File: config.mk
export PLATFORM = sky130hd
export DESIGN_NAME = can_rx
export DESIGN_NICKNAME = d
export VERILOG_FILES = /design/src/rtl/can_pkg.sv /design/src/rtl/can_crc15.sv /design/src/rtl/can_rx.sv
export SDC_FILE = /design/constraint.sdc
export NUM_CORES = 1
export LEC_CHECK = 0
export BUFFER_PORTS_ARGS = -buffer_cell sky130_fd_sc_hd__buf_2
export CAP_MARGIN = 20
export CORE_ASPECT_RATIO = 1.1
export CORE_MARGIN = 4
export CORE_UTILIZATION = 42
export CTS_CLUSTER_DIAMETER = 60
export CTS_CLUSTER_SIZE = 30
export DETAILED_ROUTE_END_ITERATION = 8
export GPL_ROUTABILITY_DRIVEN = 0
export PLACE_DENSITY = 0.58
export REMOVE_ABC_BUFFERS = 1
export SETUP_SLACK_MARGIN = 0.05
export SYNTH_ARGS = -nofsm -noshare
export SYNTH_HDL_FRONTEND = slang
export SYNTH_SLANG_ARGS = --single-unit
export TNS_END_PERCENT = 20
File: constraint.sdc
create_clock -name clk -period 6.53 [get_ports clk]
set_input_delay 1.959 -clock clk [delete_from_list [all_inputs] [get_ports clk]]
set_output_delay 1.959 -clock clk [all_outputs]
set_load 0.01 [all_outputs]
File: src/rtl/can_pkg.sv
// Shared CAN constants, FSM encodings and the serial CRC-15 step.
// Used by can_rx and can_tx.
package can_pkg;

  localparam logic [14:0] CAN_CRC_POLY = 15'h4599;

  localparam int ID_LEN        = 11;
  localparam int DLC_LEN       = 4;
  localparam int CRC_LEN       = 15;
  localparam int EOF_LEN       = 7;
  localparam int INTEGRATE_LEN = 11;
  localparam int STUFF_LIMIT   = 5;

  typedef logic [3:0] can_state_t;

  localparam can_state_t ST_INTEGRATE = 4'd0;
  localparam can_state_t ST_WAIT_SOF  = 4'd1;
  localparam can_state_t ST_ARB       = 4'd2;
  localparam can_state_t ST_CTRL      = 4'd3;
  localparam can_state_t ST_DATA      = 4'd4;
  localparam can_state_t ST_CRC       = 4'd5;
  localparam can_state_t ST_CRC_DELIM = 4'd6;
  localparam can_state_t ST_ACK       = 4'd7;
  localparam can_state_t ST_ACK_DELIM = 4'd8;
  localparam can_state_t ST_EOF       = 4'd9;
  localparam can_state_t ST_ERROR     = 4'd10;

  function automatic logic [14:0] crc15_step(input logic [14:0] crc, input logic bit_in);
    logic fb;
    fb = bit_in ^ crc[14];
    crc15_step = {crc[13:0], 1'b0} ^ (fb ? CAN_CRC_POLY : 15'h0000);
  endfunction

endpackage

File: src/rtl/can_crc15.sv
// Serial CAN CRC-15 accumulator; clr has priority over en.
module can_crc15
  import can_pkg::*;
(
  input  logic        clk,
  input  logic        rst,
  input  logic        clr,
  input  logic        en,
  input  logic        bit_in,
  output logic [14:0] crc
);

  logic [14:0] crc_q, crc_d;

  always_comb begin
    crc_d = crc_q;
    if (clr) begin
      crc_d = '0;
    end else if (en) begin
      crc_d = crc15_step(crc_q, bit_in);
    end
  end

  always_ff @(posedge clk or negedge rst) begin
    if (!rst) begin
      crc_q <= '0;
    end else begin
      crc_q <= crc_d;
    end
  end

  assign crc = crc_q;

endmodule

File: src/rtl/can_rx.sv
// CAN receive stage: bit timing recovery, destuffing, CRC/form checks, ACK drive
// and delivery of standard data frames.
module can_rx
  import can_pkg::*;
#(
  parameter int CLKS_PER_BIT = 800,
  parameter int SAMPLE_POINT = 400
) (
  input  logic        clk,
  input  logic        rst,
  input  logic        rx,
  output logic        tx_ack,
  output logic [10:0] address,
  output logic [31:0] data,
  output logic [3:0]  dlc,
  output logic        rtr,
  output logic        data_valid,
  output logic        crc_err,
  output logic        stuff_err,
  output logic        form_err,
  output logic        busy
);

  localparam int CNT_W = $clog2(CLKS_PER_BIT);
  localparam logic [CNT_W-1:0] CNT_LAST   = CNT_W'(CLKS_PER_BIT - 1);
  localparam logic [CNT_W-1:0] CNT_SAMPLE = CNT_W'(SAMPLE_POINT);
  localparam logic [5:0] RTR_POS    = 6'(ID_LEN);
  localparam logic [5:0] CTRL_LAST  = 6'(DLC_LEN + 1);
  localparam logic [5:0] CRC_LAST   = 6'(CRC_LEN - 1);
  localparam logic [5:0] EOF_LAST   = 6'(EOF_LEN - 1);
  localparam logic [3:0] INTEG_LAST = 4'(INTEGRATE_LEN - 1);
  localparam logic [2:0] STUFF_MAX  = 3'(STUFF_LIMIT);

  logic rx_meta_q, rx_meta_d, rx_sync_q, rx_sync_d, rx_prev_q, rx_prev_d;
  logic [CNT_W-1:0] cnt_q, cnt_d;
  can_state_t state_q, state_d;
  logic [5:0]  bit_cnt_q, bit_cnt_d;
  logic [3:0]  integ_cnt_q, integ_cnt_d;
  logic [2:0]  same_cnt_q, same_cnt_d;
  logic        last_bit_q, last_bit_d;
  logic [10:0] id_rx_q, id_rx_d;
  logic        rtr_rx_q, rtr_rx_d;
  logic [3:0]  dlc_rx_q, dlc_rx_d;
  logic [31:0] data_rx_q, data_rx_d;
  logic [14:0] crc_rx_q, crc_rx_d;
  logic        tx_ack_q, tx_ack_d;
  logic [10:0] address_q, address_d;
  logic [31:0] data_q, data_d;
  logic [3:0]  dlc_q, dlc_d;
  logic        rtr_q, rtr_d;
  logic        data_valid_q, data_valid_d;
  logic        crc_err_q, crc_err_d, stuff_err_q, stuff_err_d, form_err_q, form_err_d;

  logic        rx_bit, fall, sample, wrap, stuff_zone, crc_clr, crc_en;
  logic [3:0]  dlc_new;
  logic [14:0] crc_calc;

  assign rx_bit  = rx_sync_q;
  assign fall    = rx_prev_q & ~rx_sync_q;
  assign sample  = (cnt_q == CNT_SAMPLE);
  assign wrap    = (cnt_q == CNT_LAST);
  assign dlc_new = {dlc_rx_q[2:0], rx_bit};
  // A stuff bit may still follow the last CRC bit, so the CRC delimiter slot
  // is treated as stuffed when a run of five is pending.
  assign stuff_zone = (state_q == ST_ARB) || (state_q == ST_CTRL) || (state_q == ST_DATA) ||
                      (state_q == ST_CRC) ||
                      ((state_q == ST_CRC_DELIM) && (same_cnt_q == STUFF_MAX));

  can_crc15 u_crc (
    .clk    (clk),
    .rst    (rst),
    .clr    (crc_clr),
    .en     (crc_en),
    .bit_in (rx_bit),
    .crc    (crc_calc)
  );

  always_comb begin
    rx_meta_d    = rx;
    rx_sync_d    = rx_meta_q;
    rx_prev_d    = rx_sync_q;
    cnt_d        = (fall || wrap) ? '0 : cnt_q + 1'b1;
    state_d      = state_q;
    bit_cnt_d    = bit_cnt_q;
    integ_cnt_d  = integ_cnt_q;
    same_cnt_d   = same_cnt_q;
    last_bit_d   = last_bit_q;
    id_rx_d      = id_rx_q;
    rtr_rx_d     = rtr_rx_q;
    dlc_rx_d     = dlc_rx_q;
    data_rx_d    = data_rx_q;
    crc_rx_d     = crc_rx_q;
    tx_ack_d     = tx_ack_q;
    address_d    = address_q;
    data_d       = data_q;
    dlc_d        = dlc_q;
    rtr_d        = rtr_q;
    data_valid_d = 1'b0;
    crc_err_d    = 1'b0;
    stuff_err_d  = 1'b0;
    form_err_d   = 1'b0;
    crc_clr      = 1'b0;
    crc_en       = 1'b0;

    // ACK drive spans exactly one bit: from the wrap that opens the ACK slot to the next wrap.
    if (wrap && !tx_ack_q) tx_ack_d = 1'b1;
    if (wrap && (state_q == ST_ACK)) tx_ack_d = 1'b0;

    if (sample) begin
      if (stuff_zone && (same_cnt_q == STUFF_MAX)) begin
        if (rx_bit == last_bit_q) begin
          stuff_err_d = 1'b1;
          state_d     = ST_ERROR;
        end else begin
          last_bit_d = rx_bit;
          same_cnt_d = 3'd1;
        end
      end else begin
        if (stuff_zone) begin
          last_bit_d = rx_bit;
          same_cnt_d = (rx_bit == last_bit_q) ? same_cnt_q + 1'b1 : 3'd1;
        end
        crc_en = (state_q == ST_ARB) || (state_q == ST_CTRL) || (state_q == ST_DATA);
        case (state_q)
          ST_INTEGRATE: begin
            if (!rx_bit) integ_cnt_d = '0;
            else if (integ_cnt_q == INTEG_LAST) state_d = ST_WAIT_SOF;
            else integ_cnt_d = integ_cnt_q + 1'b1;
          end
          ST_WAIT_SOF: begin
            if (!rx_bit) begin
              state_d    = ST_ARB;
              bit_cnt_d  = '0;
              same_cnt_d = 3'd1;
              last_bit_d = 1'b0;
              data_rx_d  = '0;
              crc_clr    = 1'b1;
            end
          end
          ST_ARB: begin
            if (bit_cnt_q == RTR_POS) begin
              rtr_rx_d  = rx_bit;
              state_d   = ST_CTRL;
              bit_cnt_d = '0;
            end else begin
              id_rx_d   = {id_rx_q[9:0], rx_bit};
              bit_cnt_d = bit_cnt_q + 1'b1;
            end
          end
          ST_CTRL: begin
            if ((bit_cnt_q == 6'd0) && rx_bit) begin
              form_err_d = 1'b1;
              state_d    = ST_ERROR;
            end else if (bit_cnt_q == CTRL_LAST) begin
              dlc_rx_d  = dlc_new;
              bit_cnt_d = '0;
              if (dlc_new > 4'd4) begin
                form_err_d = 1'b1;
                state_d    = ST_ERROR;
              end else if (rtr_rx_q || (dlc_new == 4'd0)) begin
                state_d = ST_CRC;
              end else begin
                state_d = ST_DATA;
              end
            end else begin
              if (bit_cnt_q >= 6'd2) dlc_rx_d = dlc_new;
              bit_cnt_d = bit_cnt_q + 1'b1;
            end
          end
          ST_DATA: begin
            data_rx_d[~bit_cnt_q[4:0]] = rx_bit;
            if (bit_cnt_q == 6'({dlc_rx_q, 3'b000} - 7'd1)) begin
              state_d   = ST_CRC;
              bit_cnt_d = '0;
            end else begin
              bit_cnt_d = bit_cnt_q + 1'b1;
            end
          end
          ST_CRC: begin
            crc_rx_d = {crc_rx_q[13:0], rx_bit};
            if (bit_cnt_q == CRC_LAST) state_d = ST_CRC_DELIM;
            else bit_cnt_d = bit_cnt_q + 1'b1;
          end
          ST_CRC_DELIM: begin
            if (crc_rx_q != crc_calc) begin
              crc_err_d = 1'b1;
              state_d   = ST_ERROR;
            end else if (!rx_bit) begin
              form_err_d = 1'b1;
              state_d    = ST_ERROR;
            end else begin
              state_d = ST_ACK;
            end
          end
          ST_ACK: state_d = ST_ACK_DELIM;
          ST_ACK_DELIM: begin
            if (!rx_bit) begin
              form_err_d = 1'b1;
              state_d    = ST_ERROR;
            end else begin
              state_d   = ST_EOF;
              bit_cnt_d = '0;
            end
          end
          ST_EOF: begin
            if (!rx_bit) begin
              form_err_d = 1'b1;
              state_d    = ST_ERROR;
            end else if (bit_cnt_q == EOF_LAST) begin
              data_valid_d = 1'b1;
              address_d    = id_rx_q;
              data_d       = data_rx_q;
              dlc_d        = dlc_rx_q;
              rtr_d        = rtr_rx_q;
              state_d      = ST_WAIT_SOF;
            end else begin
              bit_cnt_d = bit_cnt_q + 1'b1;
            end
          end
          default: ;
        endcase
      end
    end

    if (state_q == ST_ERROR) begin
      state_d     = ST_INTEGRATE;
      integ_cnt_d = '0;
      tx_ack_d    = 1'b1;
    end
  end

  always_ff @(posedge clk or negedge rst) begin
    if (!rst) begin
      rx_meta_q    <= 1'b1;
      rx_sync_q    <= 1'b1;
      rx_prev_q    <= 1'b1;
      cnt_q        <= '0;
      state_q      <= ST_INTEGRATE;
      bit_cnt_q    <= '0;
      integ_cnt_q  <= '0;
      same_cnt_q   <= '0;
      last_bit_q   <= 1'b1;
      id_rx_q      <= '0;
      rtr_rx_q     <= 1'b0;
      dlc_rx_q     <= '0;
      data_rx_q    <= '0;
      crc_rx_q     <= '0;
      tx_ack_q     <= 1'b1;
      address_q    <= '0;
      data_q       <= '0;
      dlc_q        <= '0;
      rtr_q        <= 1'b0;
      data_valid_q <= 1'b0;
      crc_err_q    <= 1'b0;
      stuff_err_q  <= 1'b0;
      form_err_q   <= 1'b0;
    end else begin
      rx_meta_q    <= rx_meta_d;
      rx_sync_q    <= rx_sync_d;
      rx_prev_q    <= rx_prev_d;
      cnt_q        <= cnt_d;
      state_q      <= state_d;
      bit_cnt_q    <= bit_cnt_d;
      integ_cnt_q  <= integ_cnt_d;
      same_cnt_q   <= same_cnt_d;
      last_bit_q   <= last_bit_d;
      id_rx_q      <= id_rx_d;
      rtr_rx_q     <= rtr_rx_d;
      dlc_rx_q     <= dlc_rx_d;
      data_rx_q    <= data_rx_d;
      crc_rx_q     <= crc_rx_d;
      tx_ack_q     <= tx_ack_d;
      address_q    <= address_d;
      data_q       <= data_d;
      dlc_q        <= dlc_d;
      rtr_q        <= rtr_d;
      data_valid_q <= data_valid_d;
      crc_err_q    <= crc_err_d;
      stuff_err_q  <= stuff_err_d;
      form_err_q   <= form_err_d;
    end
  end

  assign tx_ack     = tx_ack_q;
  assign address    = address_q;
  assign data       = data_q;
  assign dlc        = dlc_q;
  assign rtr        = rtr_q;
  assign data_valid = data_valid_q;
  assign crc_err    = crc_err_q;
  assign stuff_err  = stuff_err_q;
  assign form_err   = form_err_q;
  assign busy       = (state_q != ST_INTEGRATE) && (state_q != ST_WAIT_SOF);

endmodule
# Word level (Yosys, flattened, before mapping)
# Index checks and enable logic that the tools add are counted.
[op_classes]
add_sub_neg = 5
order_cmp = 4
eq_ne = 40
muxes = 86
n_bitwise = 8
reduce_logical = 37
[op_table]
columns = ["cell", "count"]
rows = [
  ["$mux W4", 25],
  ["$pmux W32 S2", 1],
  ["$mux W6", 9],
  ["$mux W15", 3],
  ["$pmux W6 S7", 1],
  ["$pmux W4 S10", 1],
  ["$mux W1", 34],
  ["$bwmux W32", 1],
  ["$mux W32", 1],
  ["$mux W3", 6],
  ["$eq A4 B3 Y1 const B", 4],
  ["$eq A4 B4 Y1 const B", 4],
  ["$reduce_and A4 Y1", 4],
  ["$ne A15 B15 Y1", 1],
  ["$xor A15 B15 Y15", 1],
  ["$ne A2 B2 Y1 const B", 7],
  ["$eq A6 B3 Y1 const B", 2],
  ["$eq A6 B4 Y1 const B", 2],
  ["$ne A4 B4 Y1 const B", 3],
  ["$reduce_bool A12 Y1", 1],
  ["$reduce_and A11 Y1", 1],
  ["$add A10 B1 Y10 const B", 1],
  ["$eq A10 B10 Y1 const B", 1],
  ["$eq A10 B9 Y1 const B", 1],
  ["42 further kinds", 65],
]
[word_totals]
ff_bits = 162
inputBits = 3
output_inout_bits = 54
word_cells = 204

# Longest topological paths before layout
# Gate-level depths: netlist of the first run.
[logic_depth]
depth_word = 10
mapped_depth = 10
mapped_depth_nobuf = 8

# Hierarchy
# A second synthesis of the first run with hierarchy kept.
[unflattened]
hier_cells = 746
area_unflattened_um2 = 7911.3
[by_module_without_submodules]
columns = ["mod", "n_inst", "cells_each", "area_per_inst_um2", "seq_area_each_um2"]
rows = [
  ["can_rx", 1, 676, 7185.6, 3684.8],
  ["can_crc15", 1, 70, 725.7, 375.4],
]

# Worst setup path before layout of the first run
# Ideal clock, no wire load.
[synth_path]
path_type = "reg2out"
startpoint = "register state_q[1]"
endpoint = "output port busy"
arrival_time_ns = 1.312
required_ns = 4.571
path_slack_ns = 3.259
path_stages_with_launch = 5
path_buffers = 3
path_cell_list = "dfrtp_1 clkbuf_1 clkbuf_1 clkbuf_1 or3_1"
[synth_via]
elab_chain_cells = 2
elab_cells_between_ends = 3
classes_between = "eq/ne (1); reduce/logical (2)"
[synth_lines]
columns = ["item", "line_no", "rtl"]
rows = [
  ["start: declaration", "can_rx.sv:36", "can_state_t state_q, state_d;"],
  ["start signal: assignment", "can_rx.sv:262", "state_q <= state_d;"],
  ["$ne A4 B1 Y1 or $reduce_bool A4 Y1 (tied branches)", "can_rx.sv:293", "assign busy = (state_q != ST_INTEGRATE) && (state_q != ST_WAIT_SOF);"],
  ["$logic_and A1 B1 Y1 (*)", "can_rx.sv:293", ""],
  ["end: declaration", "can_rx.sv:21", "output logic busy"],
]
# Every way passes the cells marked *; elsewhere a longest branch is shown, timed or not.

# Worst setup path in the final report of the first run
# Same ends and word-level chain as after synthesis.

==> run metrics, run 1 <==
clock latency on the worst-skew pair=0.44 ns; Crit Path Class=reg -> out; worst endpoint required time=4.57 ns; final wirelength=16940 µm; DRT Pass-1 Iters=4; Total GRT Usage=0.1699; vias in the first global route=5598; largest net degree at the start of global routing=115; WP buf/inv=1; Critical Path Max Stage Delay=0.66 ns; WL/cell=16.54 µm; period utilization=0.5666; DIE AREA=0.02081 mm²; largest delay contributor family on the critical path=flip-flops; die width=137.9 µm; global-route wire length before repair=27970 µm; max-cap viol count=0; largest fanout on the critical path=28; Slew Limit Fails=0; PwrDens=231.5 mW/mm²; Synth-to-Final Area Change=13.58%; fin util=0.4825; Yosys reg bits=162; Fin. Hold Viols=0; Yosys top cell area share=0.5040; Die Y=150.9 µm; status=finished clean; clk_skew=0.01247 ns; CTS tree=done; Worst EP arrival=1.74 ns; FF-to-FF setup slack=3.02 ns; FFs w/ async S/R, synth=1.000; Num Clock Sinks=162; Hold WS=0.3597 ns; Buffers on Ports=56; DRC=0; nets=783; root buf cell=clkbuf_16; Vias=5563; hold_buf cts=0; CP startpoint kind=flip-flop; Top Ports=57; cts repair resizes=0; via/cell ratio=5.433; RSZ-0062 raised after global routing=false; Static Leak=4.268 nW; worst slack at placement=3.063 ns; Post-Layout Inst Area=0.008853 mm²; Setup-failing EPs final=0; post-CTS setup buffer count=0; FP Rows=52; syn avg cell area=10.65 µm²; HPWL Detailed=11390 µm; worst min path class=reg -> reg; Worst slew margin=0.3113; diode count=0; Initial Util=0.4248; crit end category=output port; CTS buffer count=17; DRC marker count from the first detailed-route iteration=439; synth unique cells=62; setup ws final=2.830 ns; Worst IR Drop VDD=0.1770 mV; cells along the critical path=or3_1 > buf_2; number of synthesized flops with an enable pin=0; layout cell share with drive strength beyond 1=0.2369; Post-Syn Area=0.007795 mm²; Final ANT Viol Nets=0; Sum Neg Setup Slack=0 ns; clock transition at the registers of the reported paths=0.06 ns; worst-margin pin slew=1.031 ns; Ys Warns=0; Peak Freq=270.3 MHz; largest area contributor in the netlist=dfrtp_1; Mapped Cells=732; H-tree levels=4; fin crit period=3.700 ns; Synth area leaders=dfrtp_1 50%, mux2_2 11%, o21ai_0 4.9%; Primary FF master, synth=dfrtp_1; sequential area share after synthesis=0.5209; Core Area=0.01835 mm²; initial antenna violation count=0; Worst path slowest cell=dfrtp_1; grt ovf=0; Placed Area=0.008237 mm²; Longest Clk Path Bufs=2
[final cells by class]
| cell class | instances | area (µm²) |
|---|---|---|
| Fill cell | 1706 | 9494 |
| Sequential cell | 162 | 4060 |
| Multi-Input combinational cell | 505 | 3481 |
| Clock buffer | 19 | 452.9 |
| Timing Repair Buffer | 62 | 355.3 |
| Tap cell | 243 | 304.0 |
| Clock inverter | 13 | 125.1 |
| Inverter | 20 | 75.07 |
[Yosys cell counts (all sizes together) (2+ instances only)]
library cell	number
o22ai	4
mux2	77
nand3	15
ha	12
clkbuf	29
a211oi	2
dfrtp	157
a21boi	2
nand4b	3
nand2	44
xor2	10
nand3b	2
nor2	55
or3	5
nor3	9
o31ai	4
dfstp	5
a21oi	49
o21ai	80
nand2b	10
or2	2
nor3b	5
xnor2	25
a31oi	10
or4	3
mux2i	18
and3	7
and2	4
nor2b	9
inv	19
buf	16
nand4	11
o311ai	2
o211ai	2
nor4	5
[per-stage QoR]
step	instances	power, mW
5_1_grt	1024	2.127
6_report	1024	2.050
3_5_place_dp	990	1.098
3_3_place_gp	990	1.095
4_1_cts	1022	2.072
2_1_floorplan	687	1.068
[final timing paths]
path                            start       endpoint  depth (start not counted)
min in group asynchronous         rst       data[17]                          1
hold / removal              rx_meta_q         rx_bit                          0
max in group asynchronous         rst    crc_rx_q[0]                          3
hold reg to reg             rx_meta_q         rx_bit                          0
setup reg to reg           state_q[2]  data_rx_q[10]                          6
setup / recovery           state_q[1]           busy                          2
[cells in the final DEF (no fill, tap or decap), types with 3 or more instances in the layout]
cell       Yosys  final
nand3_1       15     14
nor3b_1        4      4
mux2_2        77     77
inv_1         19     19
dfstp_2        5      5
clkinv_4       0      3
o22ai_1        4      4
nor3_1         8      8
buf_4          0      4
and2_1         3      3
ha_1          12     12
inv_6          0      4
o21ai_0       77     77
clkbuf_16      0     17
xor2_1        10     10
nor2b_1        9      9
nand2_1       43     43
clkinv_2       0      3
dfrtp_1      157    157
or3_1          5      5
nor4_1         5      5
xnor2_1       25     25
nand4b_1       3      3
o21ai_1        3      3
buf_2         12     55
or4_1          3      3
and3_1         7      7
nand2b_1       9      9
nand4_1       11     11
o31ai_1        4      4
a31oi_1       10     10
mux2i_1       18     18
a21oi_1       49     49
nor2_1        55     55
[cells by family after synthesis]
kind of cell	count (synthesis)	share of synthesized area
fa+ha+maj	12	0.01926
simple gates	194	0.1294
mux	95	0.1343
buf+inv	65	0.03323
flops	162	0.5209
compound gates	168	0.1207
xor+xnor	36	0.04221
[per-layer routing]
layer	global-route usage	wire, µm	vias up
met3	0.03920	626	22
met4	0.06472	286	0
met1	0.2115	7505	2757
met2	0.2871	8518	124
li1	-	-	2660
met5	0	0	-
[where the power goes]
part           internal, mW  switching (mW)  total (mW)
Clock                 0.551           0.419       0.970
Sequential             1.01          0.0163        1.03
Combinational        0.0152          0.0339      0.0490
[flip-flops by register name (all words and copies together), names as in the netlist, 3 cells and up]
name and flops:
dlc_rx_q 4, dlc 4, bit_cnt_q 6, same_cnt_q 3, u_crc.crc 15, crc_rx_q 15
data_rx_q 32, id_rx_q 11, address 11, integ_cnt_q 4, cnt_q 10, data 32
state_q 4
Note: power is estimated with default switching activity, not from simulation.
==> run 2, diff against run 1 <==
--- a/config.mk
+++ b/config.mk
@@ -5,6 +5,7 @@
 export SDC_FILE = /design/constraint.sdc
 export NUM_CORES = 1
 export LEC_CHECK = 0
+export ABC_AREA = 1
 export BUFFER_PORTS_ARGS = -buffer_cell sky130_fd_sc_hd__buf_2
 export CAP_MARGIN = 20
 export CORE_ASPECT_RATIO = 1.1
@@ -14,7 +15,7 @@
 export CTS_CLUSTER_SIZE = 30
 export DETAILED_ROUTE_END_ITERATION = 8
 export GPL_ROUTABILITY_DRIVEN = 0
-export PLACE_DENSITY = 0.58
+export PLACE_DENSITY = 0.6
 export REMOVE_ABC_BUFFERS = 1
 export SETUP_SLACK_MARGIN = 0.05
 export SYNTH_ARGS = -nofsm -noshare
==> constraint.sdc (replaced) <==
create_clock -name clk -period 3.15 [get_ports clk]
set_input_delay 0.945 -clock clk [delete_from_list [all_inputs] [get_ports clk]]
set_output_delay 0.945 -clock clk [all_outputs]
set_load 0.01 [all_outputs]
==> run metrics, run 2 <==
fin util=0.4871; WL/cell=13.54 µm; DRC marker count from the first detailed-route iteration=331; Post-Syn Area=0.008233 mm²; final wirelength=18170 µm; worst setup path startpoint=state_q[1]; number of synthesized flops with an enable pin=0; Total GRT Usage=0.1727; Final ANT Viol Nets=0; Primary FF master, synth=dfrtp_1; Longest Clk Path Bufs=2; Min-Delay Path Depth=0; grt ovf=0; via/cell ratio=4.924; WP buf/inv=1; RSZ-0062 raised after global routing=false; worst min path class=reg -> reg; Hold Path Origin=rx_meta_q; Hold Path End=rx_bit; FFs w/ async S/R, synth=1.000; Worst slew margin=0.6343; CP startpoint kind=flip-flop; largest net degree at the start of global routing=58; fin crit period=2.391 ns; Peak Freq=418.2 MHz; largest delay contributor family on the critical path=flip-flops; Worst EP arrival=1.45 ns; largest area contributor in the netlist=dfrtp_1; Synth area leaders=dfrtp_1 48%, nand2_1 16%, o21ai_0 4.5%; FP Rows=53; Hold WS=0.3570 ns; Die Y=154.8 µm; Reg-to-Reg Start=cnt_q[0]; DRC=0; syn avg cell area=8.032 µm²; period utilization=0.7592; sequential area share after synthesis=0.4932; Crit Path Class=reg -> out; FF-to-FF End=address[8]; Mapped Cells=1025; Yosys top cell area share=0.4772; Placed Cells=1310; nets=1097; FF-to-FF setup slack=0.80 ns; worst endpoint required time=2.20 ns; Setup-failing EPs final=0; setup ws final=0.7586 ns; Slew Limit Fails=0; CTS tree=done; hold_buf cts=0; Synth-to-Final Area Change=13.39%; diode count=0; clock transition at the registers of the reported paths=0.06 ns; largest fanout on the critical path=7; Vias=6608; cell with the most instances after synthesis=nand2_1; initial antenna violation count=0; worst-margin pin slew=0.5485 ns; commonest non-fill, non-tap cell in the layout=nand2_1; DIE AREA=0.02191 mm²; Ys Warns=0; fill count=1898; Num Clock Sinks=162; Fin. Hold Viols=0; cells along the critical path=nor2_1 > nand2_1 > buf_2; PwrDens=478.6 mW/mm²; Post-synth top cells=348 x nand2_1, 157 x dfrtp_1, 98 x inv_1; Sum Neg Setup Slack=0 ns; cts repair resizes=0; most frequent cells in the layout=348 x nand2_1, 157 x dfrtp_1, 98 x inv_1; HPWL Detailed=12780 µm; post-CTS setup buffer count=0; Core Area=0.01916 mm²; Worst IR Drop VDD=0.3668 mV; Top Ports=57; vias in the first global route=6275; clk_skew=0.01250 ns; Initial Util=0.4296; root buf cell=clkbuf_16; Critical Path Max Stage Delay=0.46 ns; CTS buffer count=17; layout cell share with drive strength beyond 1=0.1379; global-route wire length before repair=30880 µm; Yosys reg bits=162; DRT Pass-1 Iters=5; status=finished clean; die width=141.5 µm; clock latency on the worst-skew pair=0.44 ns; synth unique cells=46; crit end category=output port; Static Leak=4.957 nW; R2R depth=10; Worst path slowest cell=dfrtp_1; max-cap viol count=0; Buffers on Ports=56; H-tree levels=4; worst slack at placement=0.8010 ns; Post-Layout Cell Count=1342
run 2: layer usage:
metal,part of all wire,vias up,global-route usage,wire [µm]
met5,0,-,0,0
met4,0.020,0,0.06307,358
met3,0.039,24,0.03123,702
met2,0.49,115,0.2844,8825
met1,0.46,3100,0.2287,8279
li1,-,3369,-,-
run 2: cell type report:
type                    count  area, µm²  share of cell area
repair buffers             72      431.7             0.04624
clock buffers              21      450.4             0.04825
multi-input cells         723       3497              0.3746
clock inverters            11      176.4             0.01890
flip-flops and latches    162       4060              0.4349
well taps                 247      309.0             0.03311
inverters                 106      410.4             0.04396
run 2: worst max-delay path by stage:
stage                    endpoint  slack, ns  cells past startpoint
floorplan           data_rx_q[10]       0.78                      7
global placement       address[8]       0.86                     12
detailed placement        data[0]       0.80                     10
CTS                          busy       0.75                      3
global route           address[8]       0.60                     12
finish                       busy       0.76                      3
run 2: cell families (layout without fill, tap and decap cells):
family	after synthesis	count (layout)	share of synthesized area
compound gates	129	129	0.08754
xor+xnor	23	23	0.02538
fa+ha+maj	12	12	0.01824
buf+inv	140	210	0.08206
flops	162	162	0.4932
simple gates	559	559	0.2936
run 2: report_power, final:
part / leakage [nW] / internal [mW] / switching [mW] / total [mW]
sequential: 2.24 / 2.10 / 0.0171 / 2.12
combinational: 2.41 / 0.0398 / 0.0971 / 0.137
clock: 0.308 / 1.36 / 0.856 / 2.21
run 2: through the flow:
stage	power (mW)	area [µm²]
2_1_floorplan	2.224	7968
3_3_place_gp	2.297	8708
3_5_place_dp	2.300	8708
4_1_cts	4.528	9335
5_1_grt	4.639	9335
6_report	4.468	9335
